### src/rtl/pwm_led_pkg.sv
// Shared constants and helpers for the multi-channel PWM LED driver.
// Holds the mode encoding and the full-scale duty derivation.
package pwm_led_pkg;

    localparam logic MODE_JUMP = 1'b0;
    localparam logic MODE_FADE = 1'b1;

    // Full-scale duty: a target of all ones means "always on".
    function automatic int unsigned max_duty(input int unsigned width);
        return (32'd1 << width) - 32'd1;
    endfunction

endpackage

### src/rtl/pwm_led_channel.sv
// One LED channel: holds target and active duty, ramps or jumps at period
// boundaries, and compares active duty against the shared counter.
module pwm_led_channel
    import pwm_led_pkg::*;
#(
    parameter int WIDTH     = 8,
    parameter int RAMP_STEP = 1
) (
    input  logic             clk,
    input  logic             rst_n,
    input  logic [WIDTH-1:0] duty,
    input  logic             load,
    input  logic             fade_en,
    input  logic             boundary,
    input  logic [WIDTH-1:0] cnt_nxt,
    output logic             led,
    output logic             busy
);

    localparam logic [WIDTH:0] STEP = (WIDTH + 1)'(RAMP_STEP);

    logic [WIDTH-1:0] target;
    logic [WIDTH-1:0] active;
    logic [WIDTH-1:0] active_nxt;
    logic [WIDTH-1:0] ramp;
    logic [WIDTH:0]   up_sum;
    logic [WIDTH:0]   down_gap;

    // One extra bit so stepping can saturate at the target instead of wrapping.
    assign up_sum   = {1'b0, active} + STEP;
    assign down_gap = {1'b0, active} - {1'b0, target};

    always_comb begin
        // NOTE: every signal gets a default first, so no path leaves it unassigned and no latch is inferred.
        ramp       = active;
        active_nxt = active;
        if (active < target) begin
            ramp = (up_sum >= {1'b0, target}) ? target : up_sum[WIDTH-1:0];
        end else if (active > target) begin
            ramp = (down_gap <= STEP) ? target : active - STEP[WIDTH-1:0];
        end
        if (boundary) begin
            active_nxt = (fade_en == MODE_FADE) ? ramp : target;
        end
    end

    // NOTE: every register, target and active included, is cleared by the async reset, so no ramp state survives it.
    always_ff @(posedge clk or negedge rst_n) begin
        if (!rst_n) begin
            target <= '0;
            active <= '0;
            led    <= 1'b0;
        end else begin
            // NOTE: sequential state uses non-blocking assignments so every register samples pre-edge values.
            if (load) begin
                target <= duty;
            end
            active <= active_nxt;
            led    <= (active_nxt > cnt_nxt);
        end
    end

    assign busy = (active != target);

endmodule

### src/rtl/pwm_led_multi.sv
// Multi-channel PWM LED driver: shared prescaler and period counter feeding
// N_CH independent channels with optional duty fading.
module pwm_led_multi
    import pwm_led_pkg::*;
#(
    parameter int N_CH      = 4,
    parameter int WIDTH     = 8,
    parameter int PRESCALE  = 1,
    parameter int RAMP_STEP = 1
) (
    input  logic                  clk,
    input  logic                  rst_n,
    input  logic [N_CH*WIDTH-1:0] duty_in,
    input  logic [N_CH-1:0]       load,
    input  logic [N_CH-1:0]       fade_en,
    output logic [N_CH-1:0]       LED,
    output logic [N_CH-1:0]       busy,
    output logic                  period_start
);

    localparam int unsigned      MAX      = max_duty(WIDTH);
    localparam int               PW       = (PRESCALE > 1) ? $clog2(PRESCALE) : 1;
    localparam logic [PW-1:0]    PRE_LAST = PW'(PRESCALE - 1);
    localparam logic [WIDTH-1:0] CNT_LAST = WIDTH'(MAX - 1);

    logic [PW-1:0]    pre;
    logic [WIDTH-1:0] cnt;
    logic [WIDTH-1:0] cnt_nxt;
    logic             primed;
    logic             tick;
    logic             boundary;

    assign tick = (pre == PRE_LAST);

    // The first tick after reset opens a period, so a period_start follows PRESCALE clk after release.
    assign boundary = tick && (!primed || (cnt == CNT_LAST));

    always_comb begin
        cnt_nxt = cnt;
        if (tick) begin
            cnt_nxt = boundary ? '0 : cnt + WIDTH'(1);
        end
    end

    always_ff @(posedge clk or negedge rst_n) begin
        if (!rst_n) begin
            pre          <= '0;
            cnt          <= '0;
            primed       <= 1'b0;
            period_start <= 1'b0;
        end else begin
            pre          <= tick ? '0 : pre + PW'(1);
            cnt          <= cnt_nxt;
            period_start <= boundary;
            if (tick) begin
                primed <= 1'b1;
            end
        end
    end

    for (genvar k = 0; k < N_CH; k++) begin : g_ch
        pwm_led_channel #(
            .WIDTH    (WIDTH),
            .RAMP_STEP(RAMP_STEP)
        ) u_ch (
            .clk     (clk),
            .rst_n   (rst_n),
            .duty    (duty_in[k*WIDTH +: WIDTH]),
            .load    (load[k]),
            .fade_en (fade_en[k]),
            .boundary(boundary),
            .cnt_nxt (cnt_nxt),
            .led     (LED[k]),
            .busy    (busy[k])
        );
    end

endmodule

### config.mk
export PLATFORM = sky130hd
export DESIGN_NAME = pwm_led_multi
export DESIGN_NICKNAME = d
export VERILOG_FILES = /design/src/rtl/pwm_led_pkg.sv /design/src/rtl/pwm_led_channel.sv /design/src/rtl/pwm_led_multi.sv
export SDC_FILE = /design/constraint.sdc
export NUM_CORES = 1
export LEC_CHECK = 0
export CORE_MARGIN = 4
export CORE_UTILIZATION = 35
export DETAILED_ROUTE_END_ITERATION = 12
export GPL_ROUTABILITY_DRIVEN = 0
export PLACE_DENSITY = 0.6
export SETUP_SLACK_MARGIN = 0.4
export SYNTH_ARGS = -nofsm -noshare
export SYNTH_HDL_FRONTEND = slang
export SYNTH_SLANG_ARGS = --single-unit
### constraint.sdc
create_clock -name clk -period 6.34 [get_ports clk]
set_input_delay 1.902 -clock clk [delete_from_list [all_inputs] [get_ports clk]]
set_output_delay 1.902 -clock clk [all_outputs]
set_load 0.1 [all_outputs]
== After elaboration in Yosys (flattened, before gate mapping) ==
Index checks and enable logic that the tools add are counted.

* Register bits after elaboration: 79
* Bits in latches: 0
* RAM bits: 0
* Memory bits (read-only): 0
* Input bits: 42
* Memories kept: 0

* Add/sub/neg operators: 14
* Multiply operators: 0
* Divide/modulo/power cells: 0
* $lt $le $gt $ge: 20
* Equal/unequal tests: 5
* Shifts and indexed selects: 0
* Mux-type cells: 27
* Bitwise gates (word level): 1
* Reductions and logical operators: 3

{| class="wikitable"
|+ Operators by type and width
! kind !! number
|-
| two-way mux 8 bit || 26
|-
| greater-than comparator 8 bit || 8
|-
| adder 8 x 1 -> 9 bit (second input constant) || 4
|-
| greater-or-equal comparator 9 x 8 -> 1 bit || 4
|-
| less-or-equal comparator 9 x 1 -> 1 bit (second input constant) || 4
|-
| subtractor 8 x 8 -> 9 bit || 4
|-
| less-than comparator 8 bit || 4
|-
| != test 8 bit || 4
|-
| subtractor 8 x 1 -> 8 bit (second input constant) || 4
|-
| adder 8 x 1 -> 8 bit (second input constant) || 1
|-
| == test 8 bit (second input constant) || 1
|-
| adder 1 bit (second input constant) || 1
|-
| logical AND 1 bit || 1
|-
| logical NOT 1 bit || 1
|-
| logical OR 1 bit || 1
|-
| two-way mux 1 bit || 1
|-
| inverter 1 bit || 1
|}

== Logic depth before layout (Yosys ltp) ==
Gate-level depths: netlist (run 1).

* Depth after elaboration: 8
* Gate-level depth with buffers: 24
* Gate-level depth less buffers: 22

== Modules after synthesis ==
Synthesis (run 1) repeated with hierarchy kept, for this count alone.

* Cell total of the unflattened synthesis: 1153
* Area, all modules: 9087.5 um2

{| class="wikitable"
|+ Modules (own cells, without submodules)
! module !! instances !! cells each !! area an instance (um2) !! sequential area each (um2)
|-
| pwm_led_channel (g_ch[2].u_ch ...) || 2 || 282 || 2179.6 || 425.4
|-
| pwm_led_channel (g_ch[0].u_ch) || 1 || 283 || 2195.9 || 425.4
|-
| pwm_led_channel (g_ch[1].u_ch) || 1 || 264 || 2074.5 || 425.4
|-
| pwm_led_multi || 1 || 42 || 457.9 || 250.2
|}

== Least setup slack after synthesis (run 1) ==
Ideal clock, no wire load.

* Path kind: flip-flop to flip-flop
* From: register g_ch[0].u_ch.active[1]
* To: register g_ch[0].u_ch.led
* Setup time: 0.127 ns
* Arrival: 3.907 ns
* Data required time: 6.213 ns
* Path slack: 2.306 ns
* Stages on the path, launching flop included: 22
* Buffers on the path: 0
* Cell sequence: dfrtp_1 > ha_1 > and3_1 > nand3_1 > xnor2_1 > ha_1 > a211o_1 > o221ai_1 > a21oi_1 > a2111oi_4 > a221oi_1 > o21ai_0 > o21ai_0 > ha_1 > nor2b_1 > o21a_1 > o21ai_0 > nand2b_1 > a21oi_1 > nor2_1 > a211oi_1 > a21oi_1

* Longest elaborated chain between the ends: 8

{| class="wikitable"
|+ RTL lines
! item !! RTL line !! RTL
|-
| start: declaration || pwm_led_channel.sv:23 || <nowiki>logic [WIDTH-1:0] active;</nowiki>
|-
| start signal: assignment || pwm_led_channel.sv:58 || <nowiki>active <= active_nxt;</nowiki>
|-
| subtractor 8 x 8 -> 9 bit || pwm_led_channel.sv:31 || <nowiki>assign down_gap = {1'b0, active} - {1'b0, target};</nowiki>
|-
| less-or-equal comparator 9 x 1 -> 1 bit || pwm_led_channel.sv:40 || <nowiki>ramp = (down_gap <= STEP) ? target : active - STEP[WIDTH-1:0];</nowiki>
|-
| two-way mux 8 bit || pwm_led_channel.sv:40 ||
|-
| two-way mux 8 bit || pwm_led_channel.sv:39 || <nowiki>end else if (active > target) begin</nowiki>
|-
| two-way mux 8 bit || pwm_led_channel.sv:37 || <nowiki>if (active < target) begin</nowiki>
|-
| two-way mux 8 bit || pwm_led_channel.sv:43 || <nowiki>active_nxt = (fade_en == MODE_FADE) ? ramp : target;</nowiki>
|-
| two-way mux 8 bit * || pwm_led_channel.sv:42 || <nowiki>if (boundary) begin</nowiki>
|-
| net g_ch[0].u_ch.active_nxt[1] || pwm_led_channel.sv:24 || <nowiki>logic [WIDTH-1:0] active_nxt;</nowiki>
|-
| greater-than comparator 8 bit * || pwm_led_channel.sv:59 || <nowiki>led <= (active_nxt > cnt_nxt);</nowiki>
|-
| end signal: assignment || pwm_led_channel.sv:59 ||
|-
| end: declaration || pwm_led_channel.sv:16 || <nowiki>output logic led,</nowiki>
|}

The timed path passes the listed nets; every way through them passes the cells marked *.
A chain may end at the register's enable or synchronous reset.

== Worst setup path in the final report (run 1) ==
* From: register g_ch[3].u_ch.active[6]
* To: output busy[3]

* Longest elaborated chain between the ends: 1

{| class="wikitable"
|+ RTL lines
! item !! RTL line !! RTL
|-
| start: declaration || pwm_led_channel.sv:23 ||
|-
| start signal: assignment || pwm_led_channel.sv:58 ||
|-
| != test 8 bit || pwm_led_channel.sv:63 || <nowiki>assign busy = (active != target);</nowiki>
|-
| end: declaration || pwm_led_multi.sv:17 || <nowiki>output logic [N_CH-1:0] busy,</nowiki>
|}

No other way between the ends.

==> metrics.cfg, run 1 <==
[critical_path]
reg2reg_setup_slack_ns = 1.55
slowest_stage = clkdlybuf4s50_1
crit_chain = ha_1 > nand4_1 > nor3_1 > buf_4 > clkinv_1 > clkdlybuf4s50_1
crit_start = g_ch[3].u_ch.active[6]$_DFF_PN0_
max_stage_delay_ns = 1.07
startpoint_type = flop
endpoint_kind = primary output
r2r-start = g_ch[1].u_ch.active[0]$_DFF_PN0_
timing.rr.end = g_ch[1].u_ch.led$_DFF_PN0_
reg2reg_depth = 20
worstSetupPathType = flop to primary output
crit_fanout = 10
required_ns = 4.44
cp-endpoint = busy[3]
cp.arrival_ns = 3.18

[sta]
period_share = 0.8009
tightest_slew_ns = 1.047
fmax_mhz = 196.9
slew_headroom = 0.3022
period_minus_slack_ns = 5.078
layout_setup_ws_ns = 1.262
grt_setup_unrepaired = no
slew_viol_final = 0
worst_hold_slack_ns = 0.6007
setup_tns_ns = 0
hold_viol_final = 0
finClkSkew_ns = 0.008851
setup_violations = 0

[synth]
synth-seq-area-share = 0.2344
syn_area_per_cell_um2 = 7.998
synth-xor-area-share = 0.05155
yosys.area_share.simple = 0.2059
synth-seq-cells = 78
yosys_most_used_dff = dfrtp_1
syn-num-nets = 1193
synth_mux_area_frac = 0.03186
ys_warn_count = 0
netlist_instances = 1041
syn_area_um2 = 8325
synth_edf_count = 0
postSynth.asyncResetShare = 1.000
yosysUniqueCellTypes = 72
synth_top_family_by_area = compound AO/OA/AOI/OAI gates
synthAdderAreaFrac = 0.1689
synth_compound_area_frac = 0.2435

[cells_and_area]
final_common_cell = ha_1
drive_gt1_frac = 0.04344
fin_util = 0.3982
antenna_cells = 0
layout_common_cells = ha_1, nand2_1, o21ai_0
area_delta_synth_final_pct = 11.93
nNetsFinal = 1206

[placed_design]
dpl_worst_slack_ns = 1.572
hpwl_um = 17150
io_buffers = 50

[grt]
grt_pass1_vias = 7527
overflow = 0
grt_pass1_wl_um = 37880
grt_usage = 0.1728
grt_max_degree = 79
antenna_found_initial = 0

[drt]
num_vias = 7746
dr.pass1.iters = 5
route.detailed.drc = 0
antenna_left = 0
drt-initial-drc-count = 591
avgViaCountPerCell = 5.621
routed_wl_um = 22560
wire_per_inst_um = 16.37

[clock_tree]
insertion_delay_ns = 0.35
htree_levels = 3
cts_resized = 0
ctsRootBufferMaster = clkbuf_16
clock_sinks = 78
clock_path_buffers = 2
path_clk_slew_ns = 0.07
numCtsBuffers = 9
cts_setup_buffers = 0
hold_buffers = 0
cts_tree = built

[floorplanning]
die_w_um = 162.2
rows = 56
die_y_um = 162.2
start_util = 0.3558
io-pin-count = 51
core_um2 = 23400
die-area_um2 = 26320

[status]
status = complete, no violations

[flow_run]
cap_violations = 0

[power_and_ir_drop]
leakage_nw = 3.984
peakVddDrop_v = 0.0001248
finalPower_mw = 4.126
p_per_area_nw_per_um2 = 442.7

[min_path]
hold_path.class = flop to flop

==> critical path: cells and delay by family, from the launching register on <==
family        cells  cell delay, ns
fa+ha+maj         1            0.46
buf+inv           3            1.52
flops             1            0.50
simple gates      2            0.33
==> where the power goes <==
part / switching [mW] / internal (mW)
sequential: 0.277 / 0.620
clock: 0.223 / 0.355
combinational: 1.55 / 1.10
total: 2.05 / 2.08
==> worst min-delay path by stage <==
stage                                                  start                                 end  slack (ns)  cells after the start
after floorplan           g_ch[2].u_ch.target[4]$_DFFE_PN0P_  g_ch[2].u_ch.target[4]$_DFFE_PN0P_        0.53                      2
after global placement    g_ch[2].u_ch.target[4]$_DFFE_PN0P_  g_ch[2].u_ch.target[4]$_DFFE_PN0P_        0.59                      2
after detailed placement  g_ch[2].u_ch.target[4]$_DFFE_PN0P_  g_ch[2].u_ch.target[4]$_DFFE_PN0P_        0.59                      2
after CTS                 g_ch[2].u_ch.target[4]$_DFFE_PN0P_  g_ch[2].u_ch.target[4]$_DFFE_PN0P_        0.61                      2
after global routing      g_ch[2].u_ch.target[4]$_DFFE_PN0P_  g_ch[2].u_ch.target[4]$_DFFE_PN0P_        0.63                      2
final                     g_ch[2].u_ch.target[4]$_DFFE_PN0P_  g_ch[2].u_ch.target[4]$_DFFE_PN0P_        0.60                      2
==> layout make-up <==
class                   instances  area (um2)
clock buffers                  12       246.5
clock inverters                 4       70.07
fillers                      2418       14080
inverters                      72       270.3
multi-input cells             838        5846
flip-flops and latches         78        1952
well taps                     319       399.1
repair buffers                 55       535.5
==> routing by layer <==
| layer | global-route usage | wire (um) | vias to the layer above |
|---|---|---|---|
| li1 | - | - | 3850 |
| met1 | 0.2396 | 10740 | 3649 |
| met2 | 0.2840 | 10480 | 215 |
| met3 | 0.01903 | 891 | 32 |
| met4 | 0.05229 | 446 | 0 |
| met5 | 0 | 0 | - |
==> stage by stage <==
stage	std cells	instance area, um2
floorplan	1041	8325
global placement	1362	9002
detailed placement	1362	9002
CTS	1378	9319
global route	1378	9319
finish	1378	9319
==> registers in the layout, indices dropped and copies added, names as in the netlist <==
register / count
primed: 1
g_ch.u_ch.active: 32
cnt: 8
g_ch.u_ch.target: 32
g_ch.u_ch.led: 4
period_start: 1
==> cells by family (layout without fill, tap and decap cells) <==
family          after synthesis  after routing
buf+inv                     125            143
simple gates                346            346
fa+ha+maj                   110            110
flops                        78             78
mux                          25             25
other cells                   1              1
xor+xnor                     49             49
compound gates              307            307
==> synthesized netlist by cell type (6+ instances only) <==
master / count / share of area
o221ai_1: 6 / 0.0063
xor2_1: 27 / 0.028
a21o_1: 15 / 0.014
nand2b_1: 17 / 0.013
and2_1: 9 / 0.0068
or2_2: 7 / 0.0053
buf_4: 9 / 0.0081
o21ai_0: 82 / 0.049
a221oi_1: 11 / 0.012
a21oi_1: 62 / 0.037
clkbuf_1: 32 / 0.014
mux2_2: 10 / 0.014
a211oi_1: 14 / 0.013
o21a_1: 15 / 0.014
o22ai_1: 13 / 0.0098
buf_2: 8 / 0.0048
nor3_1: 30 / 0.018
nor2b_1: 11 / 0.0083
xnor2_1: 22 / 0.023
mux2i_1: 13 / 0.016
or3_1: 15 / 0.011
o211ai_1: 10 / 0.0090
and3_1: 8 / 0.0060
o31ai_1: 7 / 0.0063
ha_1: 106 / 0.16
nand4_1: 24 / 0.018
a2111oi_0: 7 / 0.0074
inv_1: 70 / 0.032
nand2_1: 99 / 0.045
dfrtp_1: 78 / 0.23
nor2_1: 67 / 0.030
nand3_1: 38 / 0.023
a31oi_1: 19 / 0.014
(Power assumes the default switching activity.)
==> run 2: changes to the inputs <==
--- a/config.mk
+++ b/config.mk
@@ -9,7 +9,7 @@
 export CORE_UTILIZATION = 35
 export DETAILED_ROUTE_END_ITERATION = 12
 export GPL_ROUTABILITY_DRIVEN = 0
-export PLACE_DENSITY = 0.6
+export PLACE_DENSITY = 0.62
 export SETUP_SLACK_MARGIN = 0.4
 export SYNTH_ARGS = -nofsm -noshare
 export SYNTH_HDL_FRONTEND = slang
==> constraint.sdc (replaced) <==
create_clock -name clk -period 4.2 [get_ports clk]
set_input_delay 1.26 -clock clk [delete_from_list [all_inputs] [get_ports clk]]
set_output_delay 1.26 -clock clk [all_outputs]
set_load 0.1 [all_outputs]
==> run 2 against run 1 <==
Largest power group unchanged; die area stayed put; clock-buffer cell count is 2 lower; power is 82% higher; utilization is 6.3 points higher; combinational power grew 110%; cell count up 8.4%; routed wire length is 13% higher; global-route usage rose by 1.5 points; first-iteration DRC count is 14% higher; register-to-register slack worse by 1.5 ns; sequential share of layout area down 2.7 points.
==> metrics.cfg, run 2 (same netlist as run 1, synthesis figures left out) <==
[grt]
grt_pass1_vias = 8101  ; +7.6%
grt_pass1_wl_um = 40900  ; +8.0%
antenna_found_initial = 0  ; unchanged
grt_max_degree = 65  ; -18%
grt_usage = 0.1880  ; +0.01524
overflow = 0  ; unchanged

[drt]
wl_met1_um = 11340  ; +5.6%
met3RoutedLength_um = 1081  ; +21%
dr.pass1.iters = 6  ; +1
highest_layer = met4
wire_per_inst_um = 17.04  ; +4.1%
route.detailed.drc = 0  ; unchanged
routed_wl_um = 25460  ; +13%
avgViaCountPerCell = 5.704  ; +1.5%
num_vias = 8522  ; +10%
drt-initial-drc-count = 671  ; +14%
antenna_left = 0  ; unchanged
wl_met2_um = 12150  ; +16%

[cells_and_area]
drive_gt1_frac = 0.2366  ; +0.1932
design_area_um2 = 10790  ; +16%
instances_no_fill = 1494  ; +8.4%
layout_common_cells = buf_4, nand2_1, ha_1
nNetsFinal = 1322  ; +9.6%
antenna_cells = 0  ; unchanged
area_delta_synth_final_pct = 29.59
final_common_cell = buf_4
reg_top3 = g_ch.u_ch.active x32, g_ch.u_ch.target x32, cnt x8

[placed_design]
dp_cells = 1424  ; +4.6%
io_buffers = 50  ; unchanged
hpwl_um = 18300  ; +6.7%
dpl-instance-area_um2 = 9525  ; +5.8%

[floorplanning]
io-pin-count = 51  ; unchanged
die_w_um = 162.2  ; unchanged
start_util = 0.3558  ; unchanged
die_y_um = 162.2  ; unchanged
rows = 56  ; unchanged
core_um2 = 23400  ; unchanged
die-area_um2 = 26320  ; unchanged

[sta]
slew_headroom = 0.3331  ; +0.03083
period_minus_slack_ns = 4.106
setup_violations = 0  ; unchanged
slew_viol_final = 0  ; unchanged
finClkSkew_ns = 0.01116  ; +0.002310 ns
period_share = 0.9775
setup_tns_ns = 0  ; unchanged
fmax_mhz = 243.6
hold_viol_final = 0  ; unchanged
tightest_slew_ns = 0.9973  ; -0.04937 ns
grt_setup_unrepaired = yes

[min_path]
hold_path.class = flop to flop
worstHoldStart = g_ch[0].u_ch.target[5]$_DFFE_PN0P_
holdPathStages = 2  ; unchanged
holdPathEnd = g_ch[0].u_ch.target[5]$_DFFE_PN0P_

[clock_tree]
clock_sinks = 78  ; unchanged
htree_levels = 3  ; unchanged
ctsRootBufferMaster = clkbuf_16
insertion_delay_ns = 0.35  ; about the same
hold_buffers = 0  ; unchanged
cts_tree = built
path_clk_slew_ns = 0.07  ; about the same
clock_path_buffers = 2  ; unchanged
numCtsBuffers = 9  ; unchanged

[critical_path]
timing.rr.end = g_ch[3].u_ch.led$_DFF_PN0_
cp.arrival_ns = 4.33  ; +1.15 ns
r2r-start = g_ch[3].u_ch.active[0]$_DFF_PN0_
startpoint_type = flop
endpoint_kind = flop
worstSetupPathType = flop to flop
reg2reg_depth = 22  ; +10%
crit_fanout = 3  ; -7
required_ns = 4.42  ; -0.02 ns
reg2reg_setup_slack_ns = 0.09  ; -1.46 ns

[power_and_ir_drop]
finalPower_mw = 7.493  ; +82%
peakVddDrop_v = 0.0002728  ; +120%
leakage_nw = 4.639  ; +16%
p_per_area_nw_per_um2 = 694.5  ; +57%

[status]
status = complete, no violations

[flow_run]
cap_violations = 0  ; unchanged

## run 2: cell types whose count changed in the layout (fill, tap and decap cells not counted), sizes merged
cell	previous run	this run
clkinv	4	6
clkinvlp	0	1
buf	6	126
clkdlybuf4s50	49	45
bufinv	2	1
clkbuf	12	10
## run 2: how the worst max path moves through the flow
stage / depth (start not counted) / slack, ns / startpoint / end
floorplan: 21 / 0.32 / g_ch[0].u_ch.active[1]$_DFF_PN0_ / g_ch[0].u_ch.led$_DFF_PN0_
global placement: 21 / -0.18 / g_ch[3].u_ch.active[0]$_DFF_PN0_ / g_ch[3].u_ch.led$_DFF_PN0_
detailed placement: 21 / -0.17 / g_ch[3].u_ch.active[0]$_DFF_PN0_ / g_ch[3].u_ch.led$_DFF_PN0_
CTS: 22 / 0.16 / g_ch[3].u_ch.active[0]$_DFF_PN0_ / g_ch[3].u_ch.led$_DFF_PN0_
global route: 21 / -0.08 / g_ch[2].u_ch.active[0]$_DFF_PN0_ / g_ch[2].u_ch.led$_DFF_PN0_
finish: 22 / 0.09 / g_ch[3].u_ch.active[0]$_DFF_PN0_ / g_ch[3].u_ch.led$_DFF_PN0_
## run 2: final cells by class
type,instances,area [um2]
flip-flops and latches,78,1966
inverters,72,275.3
repair buffers,171,1448
clock buffers,10,239.0
well taps,319,399.1
multi-input cells,838,6401
fillers,2280,12610
clock inverters,6,61.31
## run 2: critical path: stages, from the launching register on
cell and delay [ns]:
dfrtp_2 0.42, inv_2 0.08, ha_4 0.13, inv_2 0.03
fa_2 0.35, xor2_1 0.16, nor3_2 0.20, nand4b_1 0.15
a211oi_2 0.23, o211a_1 0.26, buf_6 0.12, mux2_4 0.29
o21ai_2 0.12, a21o_1 0.20, ha_1 0.27, nor2b_4 0.13
o21a_1 0.16, o21ai_1 0.12, nand2b_1 0.08, a21oi_2 0.14
nor2_1 0.05, a211oi_1 0.20, a21oi_1 0.09
## run 2: per-stage QoR
step	utilization	hold slack, ns	setup slack (ns)
6_report	0.4610	0.6012	0.09439
5_1_grt	0.4610	0.6619	-0.07857
4_1_cts	0.4455	0.6068	0.1587
3_5_place_dp	0.4070	0.5911	-0.1671
3_3_place_gp	0.4070	0.5907	-0.1773
2_1_floorplan	-	0.5305	0.3190
## run 2: report_power, final
part | internal, mW | switching, mW
clock network | 0.475 | 0.353
logic | 2.48 | 2.98
registers | 0.950 | 0.256
## run 2: routing by layer
metal  vias to the layer above  track usage
li1                       4087            -
met1                      4072       0.2472
met2                       288       0.3117
met3                        75      0.02208
met4                         0      0.08266
met5                         -            0
## run 2: what timing repair did
action	in CTS	in global routing
endpoints found under the setup margin	4	5
buffers inserted	41	13
pin swaps	61	47
gates resized for setup	76	65
==> run 3: changes to the inputs <==
--- a/config.mk
+++ b/config.mk
@@ -8,8 +8,9 @@
 export CORE_MARGIN = 4
 export CORE_UTILIZATION = 35
 export DETAILED_ROUTE_END_ITERATION = 12
+export DONT_BUFFER_PORTS = 1
 export GPL_ROUTABILITY_DRIVEN = 0
-export PLACE_DENSITY = 0.62
+export PLACE_DENSITY = 0.59
 export SETUP_SLACK_MARGIN = 0.4
 export SYNTH_ARGS = -nofsm -noshare
 export SYNTH_HDL_FRONTEND = slang
==> run 3 against run 2 <==
Critical path depth is 1 lower; first-iteration DRC count up 7.3%; global-route usage down 0.25 points; cell count down 3.0%; routed wire length is 0.25% lower; setup slack better by 0.078 ns; via count fell by 2.5%; worst hold slack got worse by 0.0031 ns; combinational power is 3% lower.
==> metrics.cfg, run 3 (same netlist as run 1, synthesis figures left out) <==
[status]
status = complete, no violations

[critical_path]
max_stage_delay_ns = 0.43  ; about the same
required_ns = 4.43  ; about the same
slowest_stage = dfrtp_1
cp_common_cell = ha_1
worstSetupPathType = flop to flop
startpoint_type = flop
timing.rr.end = g_ch[2].u_ch.led$_DFF_PN0_
reg2reg_setup_slack_ns = 0.17  ; +0.08 ns
r2r-start = g_ch[2].u_ch.active[0]$_DFF_PN0_
cp.arrival_ns = 4.26  ; -0.07 ns
crit_fanout = 4  ; +1
reg2reg_depth = 21  ; -4.5%
crit_chain = inv_2 > buf_4 > ha_1 > ha_1 > nand2b_1 > a21oi_1 > nor4_1 > o211ai_1 > buf_4 > mux2_2 > nand2_1 > a31oi_2 > ha_1 > nor2b_1 > o21a_1 > o21ai_1 > nand2b_1 > a21oi_2 > nor2_1 > a211oi_2 > a21oi_1
endpoint_kind = flop

[cells_and_area]
design_area_um2 = 10320  ; -4.3%
drive_gt1_frac = 0.2442  ; +0.007652
nNetsFinal = 1277  ; -3.4%
multi_input_area_um2 = 6445  ; +0.68%
antenna_cells = 0  ; unchanged
ff_latch_area_um2 = 1963  ; -0.13%
final_common_cell = buf_4
fin_util = 0.4410  ; -0.02005
area_delta_synth_final_pct = 23.96
n_fill_cell = 2306  ; +1.1%
reg_top3 = g_ch.u_ch.active x32, g_ch.u_ch.target x32, cnt x8
layout_common_cells = buf_4, nand2_1, ha_1

[clock_tree]
clock_path_buffers = 2  ; unchanged
hold_buffers = 0  ; unchanged
clock_sinks = 78  ; unchanged
htree_levels = 3  ; unchanged
ctsRootBufferMaster = clkbuf_16
insertion_delay_ns = 0.36  ; about the same
path_clk_slew_ns = 0.07  ; about the same
numCtsBuffers = 9  ; unchanged
cts_tree = built

[drt]
route.detailed.drc = 0  ; unchanged
drt-initial-drc-count = 720  ; +7.3%
avgViaCountPerCell = 5.737  ; +0.58%
antenna_left = 0  ; unchanged
dr.pass1.iters = 5  ; -1
routed_wl_um = 25390  ; -0.25%
wire_per_inst_um = 17.52  ; +2.8%
num_vias = 8313  ; -2.5%

[flow_run]
cap_violations = 0  ; unchanged

[sta]
period_minus_slack_ns = 4.027  ; -0.07820 ns
fmax_mhz = 248.3  ; +1.9%
layout_setup_ws_ns = 0.1726  ; +0.07820 ns
slew_headroom = 0.3582  ; +0.02513
hold_viol_final = 0  ; unchanged
grt_setup_unrepaired = yes
setup_violations = 0  ; unchanged
slew_viol_final = 0  ; unchanged
setup_tns_ns = 0  ; unchanged
finClkSkew_ns = 0.01583  ; +0.004668 ns
tightest_slew_ns = 0.9633  ; -0.03392 ns
period_share = 0.9589  ; -0.01862

[floorplanning]
rows = 56  ; unchanged
io-pin-count = 51  ; unchanged
start_util = 0.3558  ; unchanged
die-area_um2 = 26320  ; unchanged
core_um2 = 23400  ; unchanged
die_w_um = 162.2  ; unchanged
die_y_um = 162.2  ; unchanged

[power_and_ir_drop]
peakVddDrop_v = 0.0003068  ; +12%
p_per_area_nw_per_um2 = 718.7  ; +3.5%
leakage_nw = 4.464  ; -3.8%
finalPower_mw = 7.417  ; -1.0%

[placed_design]
hpwl_um = 18120  ; -0.99%
io_buffers = 0  ; -100%
dpl_worst_slack_ns = -0.1156  ; +0.05143 ns
dpl-instance-area_um2 = 9020  ; -5.3%

[grt]
grt_pass1_wl_um = 40460  ; -1.1%
antenna_found_initial = 0  ; unchanged
grt_usage = 0.1855  ; -0.002476
grt_max_degree = 79  ; +22%
grt_pass1_vias = 8033  ; -0.84%
overflow = 0  ; unchanged

[min_path]
hold_path.class = input pin to async pin

## run 3: changes by cell type in the layout (fill, tap and decap cells not counted), sizes merged
cell and change:
clkdlybuf4s50 -45, clkbuf +2, clkinv -2, bufinv -1, clkinvlp +1
## run 3: worst max-delay path by stage
| stage | slack (ns) | start | to | cells after the start |
|---|---|---|---|---|
| after floorplan | 0.32 | g_ch[0].u_ch.active[1]$_DFF_PN0_ | g_ch[0].u_ch.led$_DFF_PN0_ | 21 |
| after global placement | -0.08 | g_ch[1].u_ch.active[1]$_DFF_PN0_ | g_ch[1].u_ch.led$_DFF_PN0_ | 17 |
| after detailed placement | -0.12 | g_ch[1].u_ch.active[0]$_DFF_PN0_ | g_ch[1].u_ch.led$_DFF_PN0_ | 21 |
| after CTS | 0.25 | g_ch[0].u_ch.active[1]$_DFF_PN0_ | g_ch[0].u_ch.led$_DFF_PN0_ | 22 |
| after global routing | -0.05 | g_ch[2].u_ch.active[2]$_DFF_PN0_ | g_ch[2].u_ch.led$_DFF_PN0_ | 22 |
| final | 0.17 | g_ch[2].u_ch.active[0]$_DFF_PN0_ | g_ch[2].u_ch.led$_DFF_PN0_ | 21 |
## run 3: report_power, final
group / total [mW] / internal, mW / switching [mW]
logic: 5.30 / 2.48 / 2.83
registers: 1.38 / 0.944 / 0.431
clock network: 0.738 / 0.400 / 0.339
## run 3: final cells by class
cell class / instances / area share
Clock inverter: 4 / 0.002425
Clock buffer: 12 / 0.02291
Multi-Input combinational cell: 838 / 0.6245
Sequential cell: 78 / 0.1902
Inverter: 72 / 0.02667
Tap cell: 319 / 0.03868
Timing Repair Buffer: 126 / 0.09457
## run 3: critical path: cells and delay by family, from the launching register on
family / cells / cell delay [ns]
AO/OA/AOI/OAI: 8 / 1.22
adder cells (fa/ha/maj): 3 / 0.98
buffers and inverters: 3 / 0.43
flip-flops: 1 / 0.43
multiplexers: 1 / 0.32
AND/OR/NAND/NOR: 6 / 0.51
## run 3: routing by layer
layer  track usage  vias up  part of all wire
met5             0        -                 0
met2        0.3058      270              0.47
met1        0.2457     3981              0.45
met4       0.07420        0             0.035
met3       0.02614       66             0.044
li1              -     3996                 -
## run 3: through the flow
step           hold WS, ns  std cells
6_report            0.5980       1449
5_1_grt             0.5841       1449
4_1_cts             0.5869       1422
3_5_place_dp        0.5890       1375
3_3_place_gp        0.5838       1375
2_1_floorplan       0.5305       1041
## run 3: repair_timing
action	CTS	global route
resized for setup	72	75
endpoints found under the setup margin	4	4
pin swaps	60	66
buffers inserted	31	27
